==> config.mk <==
export PLATFORM = sky130hd
export DESIGN_NAME = layernorm_var_accum
export DESIGN_NICKNAME = d
export VERILOG_FILES = /design/src/rtl/simd_norm_pkg.sv /design/src/rtl/norm_sq_mult.sv /design/src/rtl/layernorm_var_accum.sv
export SDC_FILE = /design/constraint.sdc
export NUM_CORES = 1
export LEC_CHECK = 0
export ABC_AREA = 1
export BUFFER_PORTS_ARGS = -buffer_cell sky130_fd_sc_hd__buf_2
export CORE_ASPECT_RATIO = 0.9
export CORE_UTILIZATION = 65
export CTS_CLUSTER_DIAMETER = 150
export CTS_CLUSTER_SIZE = 28
export DETAILED_ROUTE_END_ITERATION = 12
export PLACE_DENSITY_LB_ADDON = 0.3
export SYNTH_ARGS = -nofsm -noshare
export SYNTH_HDL_FRONTEND = slang
export SYNTH_HIERARCHICAL = 1
export SYNTH_SLANG_ARGS = --single-unit
==> constraint.sdc <==
create_clock -name clk -period 7.77 [get_ports clk]
set_input_delay 1.554 -clock clk [delete_from_list [all_inputs] [get_ports clk]]
set_output_delay 1.554 -clock clk [all_outputs]
set_load 0.01 [all_outputs]
==> src/rtl/simd_norm_pkg.sv <==
// ---------------------------------------------------------------------------
// simd_norm_pkg
// Shared definitions for the SIMD layer-norm path: the mean/variance FSM
// state encoding and the 1/sqrt LUT index range together with the variance
// clamp bounds derived from it.
// No ports (package).
// ---------------------------------------------------------------------------
package simd_norm_pkg;

  // Mean/variance stage sequencing.
  typedef enum logic [1:0] {
    ST_ACCUM = 2'd0,
    ST_MEAN  = 2'd1,
    ST_VAR   = 2'd2,
    ST_OUT   = 2'd3
  } norm_state_e;

  // Valid index range of the downstream 1/sqrt LUT (integer part of variance).
  localparam int LUT_IDX_MIN = 1;
  localparam int LUT_IDX_MAX = 63;

  // Default fractional width of the layer-norm fixed-point path.
  localparam int NORM_FRAC_BITS = 8;

  // Smallest variance whose integer field is LUT_IDX_MIN.
  function automatic int varMin(input int fracBits);
    return LUT_IDX_MIN << fracBits;
  endfunction

  // Largest variance whose integer field is still LUT_IDX_MAX.
  function automatic int varMax(input int fracBits);
    return ((LUT_IDX_MAX + 1) << fracBits) - 1;
  endfunction

  localparam int VAR_MIN = varMin(NORM_FRAC_BITS);
  localparam int VAR_MAX = varMax(NORM_FRAC_BITS);

endpackage

==> src/rtl/norm_sq_mult.sv <==
// ---------------------------------------------------------------------------
// norm_sq_mult
// Registered signed squarer shared by the mean/variance stage. The result
// appears one clock after the operand is presented.
// Ports:
//   clk        clock
//   reset      synchronous active-high reset
//   operand_i  signed operand, DATA_WIDTH bits
//   square_o   operand*operand, unsigned, 2*DATA_WIDTH bits
// ---------------------------------------------------------------------------
module norm_sq_mult #(
  parameter int DATA_WIDTH = 16
) (
  input  logic                          clk,
  input  logic                          reset,
  input  logic signed [DATA_WIDTH-1:0]  operand_i,
  output logic [2*DATA_WIDTH-1:0]       square_o
);

  logic signed [2*DATA_WIDTH-1:0] operandExt;
  logic signed [2*DATA_WIDTH-1:0] product;
  logic [2*DATA_WIDTH-1:0]        square_q;

  // Sign-extend before multiplying so the full-width product is exact; a
  // square is never negative, so reinterpreting it as unsigned is safe.
  always_comb begin
    operandExt = {{DATA_WIDTH{operand_i[DATA_WIDTH-1]}}, operand_i};
    product    = operandExt * operandExt;
  end

  // One pipeline register on the product.
  always_ff @(posedge clk) begin
    if (reset) begin
      square_q <= '0;
    end else begin
      square_q <= unsigned'(product);
    end
  end

  assign square_o = square_q;

endmodule

==> src/rtl/layernorm_var_accum.sv <==
// ---------------------------------------------------------------------------
// layernorm_var_accum
// Streaming mean/variance stage of the SIMD layer-norm path, directly ahead
// of the 1/sqrt LUT. Accumulates sum and sum-of-squares over one vector of
// 2**LOG2_N signed samples, then emits mean and variance. The variance is
// clamped so its integer field always indexes the LUT range 1..63.
// Ports:
//   clk        clock
//   reset      synchronous active-high reset
//   in_data    signed sample, Q.FRAC_BITS
//   in_valid   sample valid
//   in_ready   stage accepts a sample
//   var_out    clamped variance, unsigned Q.FRAC_BITS
//   mean_out   mean, signed Q.FRAC_BITS, sign-extended
//   out_valid  result valid
//   out_ready  downstream accepts result
//   sat_lo     variance raised to lower clamp
//   sat_hi     variance lowered to upper clamp
// ---------------------------------------------------------------------------
module layernorm_var_accum
  import simd_norm_pkg::*;
#(
  parameter int BIT_WIDTH  = 32,
  parameter int DATA_WIDTH = 16,
  parameter int FRAC_BITS  = 8,
  parameter int LOG2_N     = 6,
  parameter int EPS        = 0
) (
  input  logic                         clk,
  input  logic                         reset,
  input  logic signed [DATA_WIDTH-1:0] in_data,
  input  logic                         in_valid,
  output logic                         in_ready,
  output logic [BIT_WIDTH-1:0]         var_out,
  output logic [BIT_WIDTH-1:0]         mean_out,
  output logic                         out_valid,
  input  logic                         out_ready,
  output logic                         sat_lo,
  output logic                         sat_hi
);

  localparam int SUM_W   = DATA_WIDTH + LOG2_N;
  localparam int SQ_W    = 2 * DATA_WIDTH;
  localparam int SUMSQ_W = SQ_W + LOG2_N;
  // Two extra bits keep ex2 - mean^2 representable as a signed value.
  localparam int V_W     = SQ_W + 2;

  localparam logic [LOG2_N-1:0]    LAST_IDX = '1;
  localparam logic [V_W-1:0]       VAR_MIN_V = V_W'(varMin(FRAC_BITS));
  localparam logic [V_W-1:0]       VAR_MAX_V = V_W'(varMax(FRAC_BITS));
  localparam logic [V_W-1:0]       EPS_V     = V_W'(EPS);

  norm_state_e                  state_q;
  logic                         varPhase_q;
  logic [LOG2_N-1:0]            count_q;
  logic signed [SUM_W-1:0]      sum_q;
  logic [SUMSQ_W-1:0]           sumSq_q;
  logic                         sqPend_q;
  logic signed [DATA_WIDTH-1:0] mean_q;
  logic [SQ_W-1:0]              ex2_q;
  logic                         inReady_q;
  logic                         outValid_q;
  logic [BIT_WIDTH-1:0]         varOut_q;
  logic [BIT_WIDTH-1:0]         meanOut_q;
  logic                         satLo_q;
  logic                         satHi_q;

  logic                         accept;
  logic signed [DATA_WIDTH-1:0] sqOperand;
  logic [SQ_W-1:0]              sqResult;
  logic [SUMSQ_W-1:0]           sumSq_d;
  logic signed [DATA_WIDTH-1:0] mean_d;
  logic [SQ_W-1:0]              ex2_d;
  logic signed [V_W-1:0]        varDiff;
  logic [V_W-1:0]               varNonNeg;
  logic [V_W-1:0]               varEps;
  logic [BIT_WIDTH-1:0]         varOut_d;
  logic                         satLo_d;
  logic                         satHi_d;

  // The squarer is time-shared: it squares incoming samples while
  // accumulating and squares the registered mean during the variance phase.
  always_comb begin
    accept    = (state_q == ST_ACCUM) && in_valid && inReady_q;
    sqOperand = '0;
    case (state_q)
      ST_ACCUM: sqOperand = in_data;
      ST_VAR:   sqOperand = mean_q;
      default:  sqOperand = '0;
    endcase
  end

  norm_sq_mult #(
    .DATA_WIDTH (DATA_WIDTH)
  ) u_sq_mult (
    .clk       (clk),
    .reset     (reset),
    .operand_i (sqOperand),
    .square_o  (sqResult)
  );

  // A sample's square lands one cycle after the sample is accepted, so the
  // sum-of-squares lags the sum by one cycle; the last square is folded in
  // during the MEAN cycle, which is why ex2 is only taken in VAR.
  always_comb begin
    sumSq_d = sumSq_q;
    if (sqPend_q) begin
      sumSq_d = sumSq_q + SUMSQ_W'(sqResult);
    end
    mean_d = DATA_WIDTH'(sum_q >>> LOG2_N);
    ex2_d  = SQ_W'(sumSq_q >> LOG2_N);
  end

  // Variance from E[x^2] - mean^2, floored at zero, rescaled to Q.FRAC_BITS,
  // biased by EPS and clamped into the LUT's index range.
  always_comb begin
    varDiff   = signed'({2'b00, ex2_q}) - signed'({2'b00, sqResult});
    varNonNeg = varDiff[V_W-1] ? '0 : unsigned'(varDiff);
    varEps    = (varNonNeg >> FRAC_BITS) + EPS_V;
    varOut_d  = BIT_WIDTH'(varEps);
    satLo_d   = 1'b0;
    satHi_d   = 1'b0;
    if (varEps < VAR_MIN_V) begin
      varOut_d = BIT_WIDTH'(VAR_MIN_V);
      satLo_d  = 1'b1;
    end else if (varEps > VAR_MAX_V) begin
      varOut_d = BIT_WIDTH'(VAR_MAX_V);
      satHi_d  = 1'b1;
    end
  end

  // Control FSM with all outputs registered. VAR spends two cycles: the
  // first issues mean to the squarer and captures ex2, the second forms the
  // clamped variance, giving out_valid three edges after the last sample.
  always_ff @(posedge clk) begin
    if (reset) begin
      state_q    <= ST_ACCUM;
      varPhase_q <= 1'b0;
      count_q    <= '0;
      sum_q      <= '0;
      sumSq_q    <= '0;
      sqPend_q   <= 1'b0;
      mean_q     <= '0;
      ex2_q      <= '0;
      inReady_q  <= 1'b1;
      outValid_q <= 1'b0;
      varOut_q   <= '0;
      meanOut_q  <= '0;
      satLo_q    <= 1'b0;
      satHi_q    <= 1'b0;
    end else begin
      sumSq_q  <= sumSq_d;
      sqPend_q <= 1'b0;
      case (state_q)
        ST_ACCUM: begin
          if (accept) begin
            sum_q    <= sum_q + SUM_W'(in_data);
            sqPend_q <= 1'b1;
            count_q  <= count_q + 1'b1;
            if (count_q == LAST_IDX) begin
              state_q   <= ST_MEAN;
              inReady_q <= 1'b0;
            end
          end
        end
        ST_MEAN: begin
          mean_q     <= mean_d;
          varPhase_q <= 1'b0;
          state_q    <= ST_VAR;
        end
        ST_VAR: begin
          if (!varPhase_q) begin
            ex2_q      <= ex2_d;
            varPhase_q <= 1'b1;
          end else begin
            varOut_q   <= varOut_d;
            meanOut_q  <= BIT_WIDTH'(mean_q);
            satLo_q    <= satLo_d;
            satHi_q    <= satHi_d;
            outValid_q <= 1'b1;
            varPhase_q <= 1'b0;
            state_q    <= ST_OUT;
          end
        end
        ST_OUT: begin
          if (out_ready) begin
            outValid_q <= 1'b0;
            sum_q      <= '0;
            sumSq_q    <= '0;
            count_q    <= '0;
            inReady_q  <= 1'b1;
            state_q    <= ST_ACCUM;
          end
        end
        default: begin
          state_q <= ST_ACCUM;
        end
      endcase
    end
  end

  assign in_ready  = inReady_q;
  assign out_valid = outValid_q;
  assign var_out   = varOut_q;
  assign mean_out  = meanOut_q;
  assign sat_lo    = satLo_q;
  assign sat_hi    = satHi_q;

endmodule

# == After elaboration in Yosys (flattened, before gate mapping) ==
# Index checks and enable logic that the tools add are counted.
# totals
register_bits,202
out_inout_bits,68
# classes
n_addsub,4
multipliers,1
n_lt_le_gt_ge,2
eq_ne,8
mux,31
n_bitwise,2
n_reduce_logical,13
# ops
op,count
2-to-1 mux 38 bit,3
2-to-1 mux 25 bit,2
2-to-1 mux 22 bit,2
one-hot mux 22 bit (2 select lines),1
adder 38 x 32 -> 38 bit,1
2-to-1 mux 33 bit,1
subtractor 32 x 32 -> 33 bit,1
multiplier 16 x 16 -> 32 bit,1
one-hot mux 16 bit (2 select lines),1
greater-than comparator 25 x 14 -> 1 bit (second input constant),1
< comparator 25 x 9 -> 1 bit (second input constant),1
adder 22 x 16 -> 22 bit,1
2-to-1 mux 6 bit,2
one-hot mux 6 bit (2 select lines),1
2-to-1 mux 1 bit,10
2-to-1 mux 2 bit,4
one-hot mux 2 bit (4 select lines),1
AND reduction 4 bit,2
adder 6 x 1 -> 6 bit (second input constant),1
== test 6 bit (second input constant),1
!= test 2 bit (second input constant),3
one-hot mux 1 bit (2 select lines),3
AND reduction 3 bit,2
nonzero test 2 bit,3
other kinds (8),12

# == Depth between registers and ports, before layout ==
# Gate-level depths: netlist of run 1.
# logic_depth
word_depth,5
ltp_mapped,33
ltp_nobuf,29

# == By module ==
# Netlist of run 1, hierarchy kept.
# modules_own_cells
module,instances,cells_each,area_each_um2,seq_area_each_um2
layernorm_var_accum,1,1861,11766.3,3243.1
norm_sq_mult,1,1385,10566.4,620.6

# == Least setup slack after synthesis of run 1 ==
# OpenSTA, ideal clock, no wires.
# synth_timing
kind,input port to flip-flop
from,in in_data[1]
to,"reg u_sq_mult.square_q[30], in the netlist u_sq_mult/square_o[30]"
setup_time_ns,0.115
arrival_time_ns,7.124
t_required_ns,7.655
setup_slack_ns,0.531
cell_stages,23
n_path_buf,2
path_cell_list,a22o_1 > clkbuf_1 > clkbuf_1 > nand2_1 > inv_1 > fa_1 > fa_1 > inv_1 > fa_1 > inv_1 > fa_1 > inv_1 > fa_1 > fa_1 > inv_1 > ha_1 > inv_1 > nor3_1 > nand2_1 > nor3_1 > nand2_1 > a21oi_1 > nor2_1
# synth_between
elab_chain_cells,2
# synth_lines
element,line,rtl
start: declaration,layernorm_var_accum.sv:31,"input logic signed [DATA_WIDTH-1:0] in_data,"
one-hot mux 16 bit (2 select lines),layernorm_var_accum.sv:86,case (state_q)
multiplier 16 x 16 -> 32 bit,norm_sq_mult.sv:28,product = operandExt * operandExt;
end signal: assignment,norm_sq_mult.sv:36,square_q <= unsigned'(product);
end: declaration,norm_sq_mult.sv:22,logic [2*DATA_WIDTH-1:0] square_q;
# No other way between the ends.
# A chain may end at the register's enable or synchronous reset.

# == Final worst setup path of run 1 ==
# layout_timing
from,reg state_q[0]
to,"reg u_sq_mult.square_q[29], in the netlist u_sq_mult/square_o[29]"
# layout_between
elab_chain_cells,3
# layout_lines
element,line,rtl
start: declaration,layernorm_var_accum.sv:53,norm_state_e state_q;
start signal: assignment,layernorm_var_accum.sv:137,state_q <= ST_ACCUM;
start signal: assignment,layernorm_var_accum.sv:161,state_q <= ST_MEAN;
start signal: assignment,layernorm_var_accum.sv:169,state_q <= ST_VAR;
== test 2 bit / logical NOT 2 bit (equally long branches),layernorm_var_accum.sv:86,
one-hot mux 16 bit (2 select lines) (*),layernorm_var_accum.sv:86,
named net sqOperand[15],layernorm_var_accum.sv:69,logic signed [DATA_WIDTH-1:0] sqOperand;
multiplier 16 x 16 -> 32 bit (*),norm_sq_mult.sv:28,
# Mark *: on every way through the listed nets, which the timed path passes. The rest lies on a longest branch.

==> results_dict.tcl, run 1 <==
set metrics [dict create \
    ctsHoldBuffers 0 \
    routed_wl_um 59600 \
    finalSetupViolCount 0 \
    hold_viol_final 0 \
    avgViaCountPerCell 5.44 \
    gp_congestion 0.958 \
    setup_slack_ps 653 \
    routedWlPerCell_um 15.9 \
    area_growth_pct 5.82 \
    critPathBufInv 5 \
    die_h_um 178 \
    crit_required_ps 8120 \
    rows 64 \
    rrSetupSlack_ps 650 \
    hold_class "reg2reg" \
    syn_inst 3246 \
    drv_slew 0 \
    crit_fanout 18 \
    numPortBuffers 79 \
    yosysTopAreaCell "fa_1" \
    period_share 0.916 \
    routed-via-count 20400 \
    synth_edf_count 0 \
    fp.coreArea_mm2 0.0339 \
    critPathKind "reg2reg" \
    holdPathStages 2 \
    tns_ps 0 \
    cpPeakStageDelay_ps 680 \
    antenna_found_initial 0 \
    slowest_stage "ha_1" \
    postCtsSetupRepairBufs 0 \
    cts-resized-gates 0 \
    grt_overflow 0 \
    cts_made_buffers 17 \
    hpwl_um 48700 \
    clkSlewWorstSetupHoldPaths_ps 70 \
    rsz0062_at_grt "false" \
    max_cap_violations 0 \
    clock_latency_ps 470 \
    dr.pass1.iters 7 \
    cp.arrival_ps 7470 \
    die_x_um 197 \
    crit_top_cell "fa_1" \
    final_nets 3703 \
    grt_start_max_net_pins 73 \
    drc 0 \
    worstSetupStartpointType "flop" \
    dp_slack_ps 216 \
    grt_pass1_wl_um 95800 \
    antenna_left 0 \
    cp_num_cells 24 \
    slew_headroom 0.251 \
    skew_ps 22.8 \
    fmax_mhz 141 \
    yosysMostFrequentCell "nand2_1" \
    critPathTopFamily "adder cells" \
    ys_top_cells_by_area "fa_1 21%, dfxtp_1 17%, nand2_1 12%" \
    synthFlopType "dfxtp_1" \
    synth_top_area_frac 0.212 \
    synth_commonest_cells "734 x nand2_1, 728 x inv_1, 381 x nor2_1" \
    synth_seq_area_share 0.173 \
    worstMarginPinSlew_ps 1120 \
    ys_ff_latch 193 \
    ff2ff_path_depth 24 \
    die_area_mm2 0.0351 \
    outcome "complete, no violations" \
    drt-initial-drc-count 1474 \
    syn_area_mm2 0.0223 \
    clock_sinks 193 \
    initial_core_util 0.659 \
    layout-drive-gt1-share 0.0645 \
    grtUsageTotal 0.346 \
    diodes 0 \
    yosysWarnings 6 \
    crit_chain "inv_1 > ha_1 > a22o_1 > clkinv_1 > nor2_1 > fa_1 > fa_1 > fa_1 > fa_1 > fa_1 > inv_1 > fa_1 > inv_1 > ha_1 > nand2_1 > inv_1 > nand2_1 > nand2_1 > nand2_1 > nand3_1 > a21oi_1 > nand3_1 > nand2_1 > nor2_1" \
    synth_cell_types 50 \
    grt_pass1_vias 19800 \
    cp-end-kind "flop" \
    htree_levels 4 \
    cts-root-buf "clkbuf_16" \
    period_needed_ps 7120 \
    async_flop_share 0 \
    num_io_pins 88 \
    cts_tree "built" \
    syn_avg_cell_area_um2 6.88 \
    cts_max_path_buffers 2 \
]
==> layer usage <==
metal,share of wire,global-route usage,routed length [um],vias up
met1,0.42,0.433,24800,9629
met5,0,0,0,-
met3,0.061,0.0452,3660,144
met4,0.039,0.154,2300,0
met2,0.48,0.598,28800,729
li1,-,-,-,9885
==> worst register-to-register path, stage by stage (launching register included) <==
cell	delay (ps)
dfxtp_1	340
inv_1	90
ha_1	680
a22o_1	690
clkinv_1	440
nor2_1	240
fa_1	450
fa_1	550
fa_1	520
fa_1	520
fa_1	560
inv_1	60
fa_1	530
inv_1	40
ha_1	370
nand2_1	170
inv_1	60
nand2_1	60
nand2_1	70
nand2_1	70
nand3_1	60
a21oi_1	220
nand3_1	100
nand2_1	70
nor2_1	50
==> cell type report <==
cell class                      instances  area, um2
Clock buffer                           18        439
Clock inverter                         14        149
Fill cell                            2899      10200
Inverter                              737       2770
Multi-Input combinational cell       2210      15200
Sequential cell                       193       3860
Tap cell                              462        578
Timing Repair Buffer                  114        658
==> placed cells by master, fill, tap and decap left out, types with 17 or more instances in the layout <==
master | netlist | routed
o21ai_0 | 140 | 140
clkbuf_16 | 0 | 17
nor2_1 | 381 | 380
nor3_1 | 21 | 21
fa_1 | 236 | 236
inv_1 | 728 | 728
nand4_1 | 27 | 27
xnor2_1 | 18 | 18
a21oi_1 | 156 | 156
buf_4 | 25 | 35
nand3_1 | 97 | 97
ha_1 | 174 | 174
xor2_1 | 20 | 20
dfxtp_1 | 193 | 192
nand2_1 | 734 | 734
a21oi_2 | 23 | 23
buf_2 | 3 | 79
==> final timing paths <==
path | end | start
worst min register to register | var_out[21] | var_out[21]
worst max-delay path | u_sq_mult/square_o[29] | state_q[0]
worst min-delay path | var_out[21] | var_out[21]
worst max register to register | u_sq_mult/square_o[29] | state_q[0]
==> registers in the layout (all words and copies together), names as in the netlist, 2 cells and up <==
name                count
mean_q                 16
state_q                 2
count_q                 6
sumSq_q                38
var_out                24
sum_q                  22
ex2_q                  32
mean_out               16
u_sq_mult/square_o     31
==> metrics by stage <==
stage                      util  std cells  instance area [um2]  hold slack, ps
final                     0.698       3748                23600             438
after global routing      0.698       3748                23600             452
after CTS                 0.698       3748                23600             441
after detailed placement  0.680       3716                23000             428
after global placement    0.680       3716                23000             423
after floorplan               -       3253                22400             433
==> kinds of logic after synthesis <==
family / count (synthesis) / share of synthesized area
fa+ha+maj: 410 / 0.309
xor+xnor: 38 / 0.0149
compound gates: 441 / 0.116
simple gates: 1312 / 0.238
other cells: 2 / 0.000336
flops: 193 / 0.173
buf+inv: 850 / 0.149
Power of run 1 is not shown: default switching activity piles up to over one toggle a cycle in this logic, so the estimate is an artifact.
==> run 2, diff against run 1 <==
Settings changed: CORE_UTILIZATION 65 to 58.
Clock period 7.77 ns to 5.82 ns, I/O delays scaled along.
==> results_dict.tcl, run 2 (same netlist as run 1, synthesis figures left out) <==
set metrics [dict create \
    routed_wl_um 69700 \
    cpPeakStageDelay_ps 560 \
    routedWlPerCell_um 17.5 \
    antenna_found_initial 0 \
    avgViaCountPerCell 5.56 \
    clock_latency_ps 460 \
    grt_overflow 0 \
    crit_required_ps 6210 \
    layout-drive-gt1-share 0.224 \
    crit_fanout 6 \
    failed_checks "negative setup slack" \
    diodes 0 \
    outcome "finished with violations" \
    drv_slew 0 \
    final_common_cell "inv_1" \
    tns_ps -3480 \
    largest_register_ff_count 38 \
    setup_slack_ps -296 \
    die_h_um 188 \
    htree_levels 4 \
    grt.busiest_layer "met2" \
    slew_headroom 0.187 \
    use_met1 0.465 \
    initial_core_util 0.595 \
    fmax_mhz 164 \
    cp.arrival_ps 6510 \
    drt-initial-drc-count 2428 \
    hold_class "reg2reg" \
    die_x_um 209 \
    max_cap_violations 0 \
    cts_tree "built" \
    period_share 1.05 \
    gp_congestion 1.01 \
    dr.pass1.iters 6 \
    antenna_left 0 \
    slowest_stage "fa_1" \
    area_growth_pct 23.0 \
    rows 67 \
    worstMarginPinSlew_ps 1220 \
    num_io_pins 88 \
    ctsHoldBuffers 0 \
    hold_viol_final 0 \
    cts_made_buffers 17 \
    skew_ps 12.5 \
    drc 0 \
    finalSetupViolCount 21 \
    gr-usage-met2 0.547 \
    critPathKind "in2reg" \
    fp.coreArea_mm2 0.0376 \
    registers.top_by_ff_count "sumSq_q" \
    final_cell_mix "637 x inv_1, 626 x nand2_1, 347 x nor2_1, 209 x fa_1, 195 x buf_4" \
    rsz0062_at_grt "true" \
    final_nets 3928 \
    die_area_mm2 0.0393 \
    numPortBuffers 79 \
    routed-via-count 22200 \
    grt_start_max_net_pins 71 \
    cts_max_path_buffers 2 \
    hpwl_um 50300 \
    cp-end-kind "flop" \
    crit_top_cell "fa_1" \
    met3_usage 0.0861 \
    clock_sinks 193 \
    worstSetupStartpointType "input port" \
    grtUsageTotal 0.346 \
    cts-root-buf "clkbuf_16" \
    clkSlewWorstSetupHoldPaths_ps 70 \
    grt_pass1_vias 21500 \
    period_needed_ps 6120 \
    grt_pass1_wl_um 108000 \
]
-- run 2: final timing paths --
check | startpoint | end | slack (ps) | cells past startpoint
hold reg to reg | var_out[15] | var_out[15] | 440 | 2
setup / recovery | in_data[15] | u_sq_mult/square_o[29] | -300 | 26
hold / removal | var_out[15] | var_out[15] | 440 | 2
setup reg to reg | state_q[0] | u_sq_mult/square_o[29] | -290 | 28
-- run 2: routing by layer --
metal / share of wire / vias to the layer above
met1: 0.41 / 10400
met5: 0 / -
met2: 0.44 / 1169
met3: 0.11 / 235
met4: 0.036 / 0
li1: - / 10400
-- run 2: final cells by class --
cell class                 count  area [um2]
sequential                   193        3870
multi-input combinational   2216       16800
clock buffer                  18         439
timing repair buffer         333        2800
inverter                     737        2800
tap                          483         604
clock inverter                13         148
fill                        2775       10100
-- run 2: metrics by stage --
step	hold WS, ps	cells	cell area, um2	worst slack [ps]	utilization
finish	440	3993	27500	-296	0.731
global route	459	3993	27500	-506	0.731
CTS	438	3971	26700	-212	0.712
floorplan	433	3253	23100	-431	-
global placement	423	3897	24900	-766	0.664
detailed placement	426	3897	24900	-832	0.664
-- run 2: critical path: cells and delay by family --
family / cells / cell delay (ps)
AO/OA/AOI/OAI: 1 / 300
AND/OR/NAND/NOR: 9 / 850
adder cells (fa/ha/maj): 7 / 3350
buffers and inverters: 9 / 830
-- run 2: timing repair --
action                                  4_1_cts  5_1_grt
pin swaps                                   172      152
setup buffers                                39       21
endpoints found under the setup margin       22       24
gates cloned                                  9        2
resized for setup                           235      164
Power of run 2 is left out for the same reason.
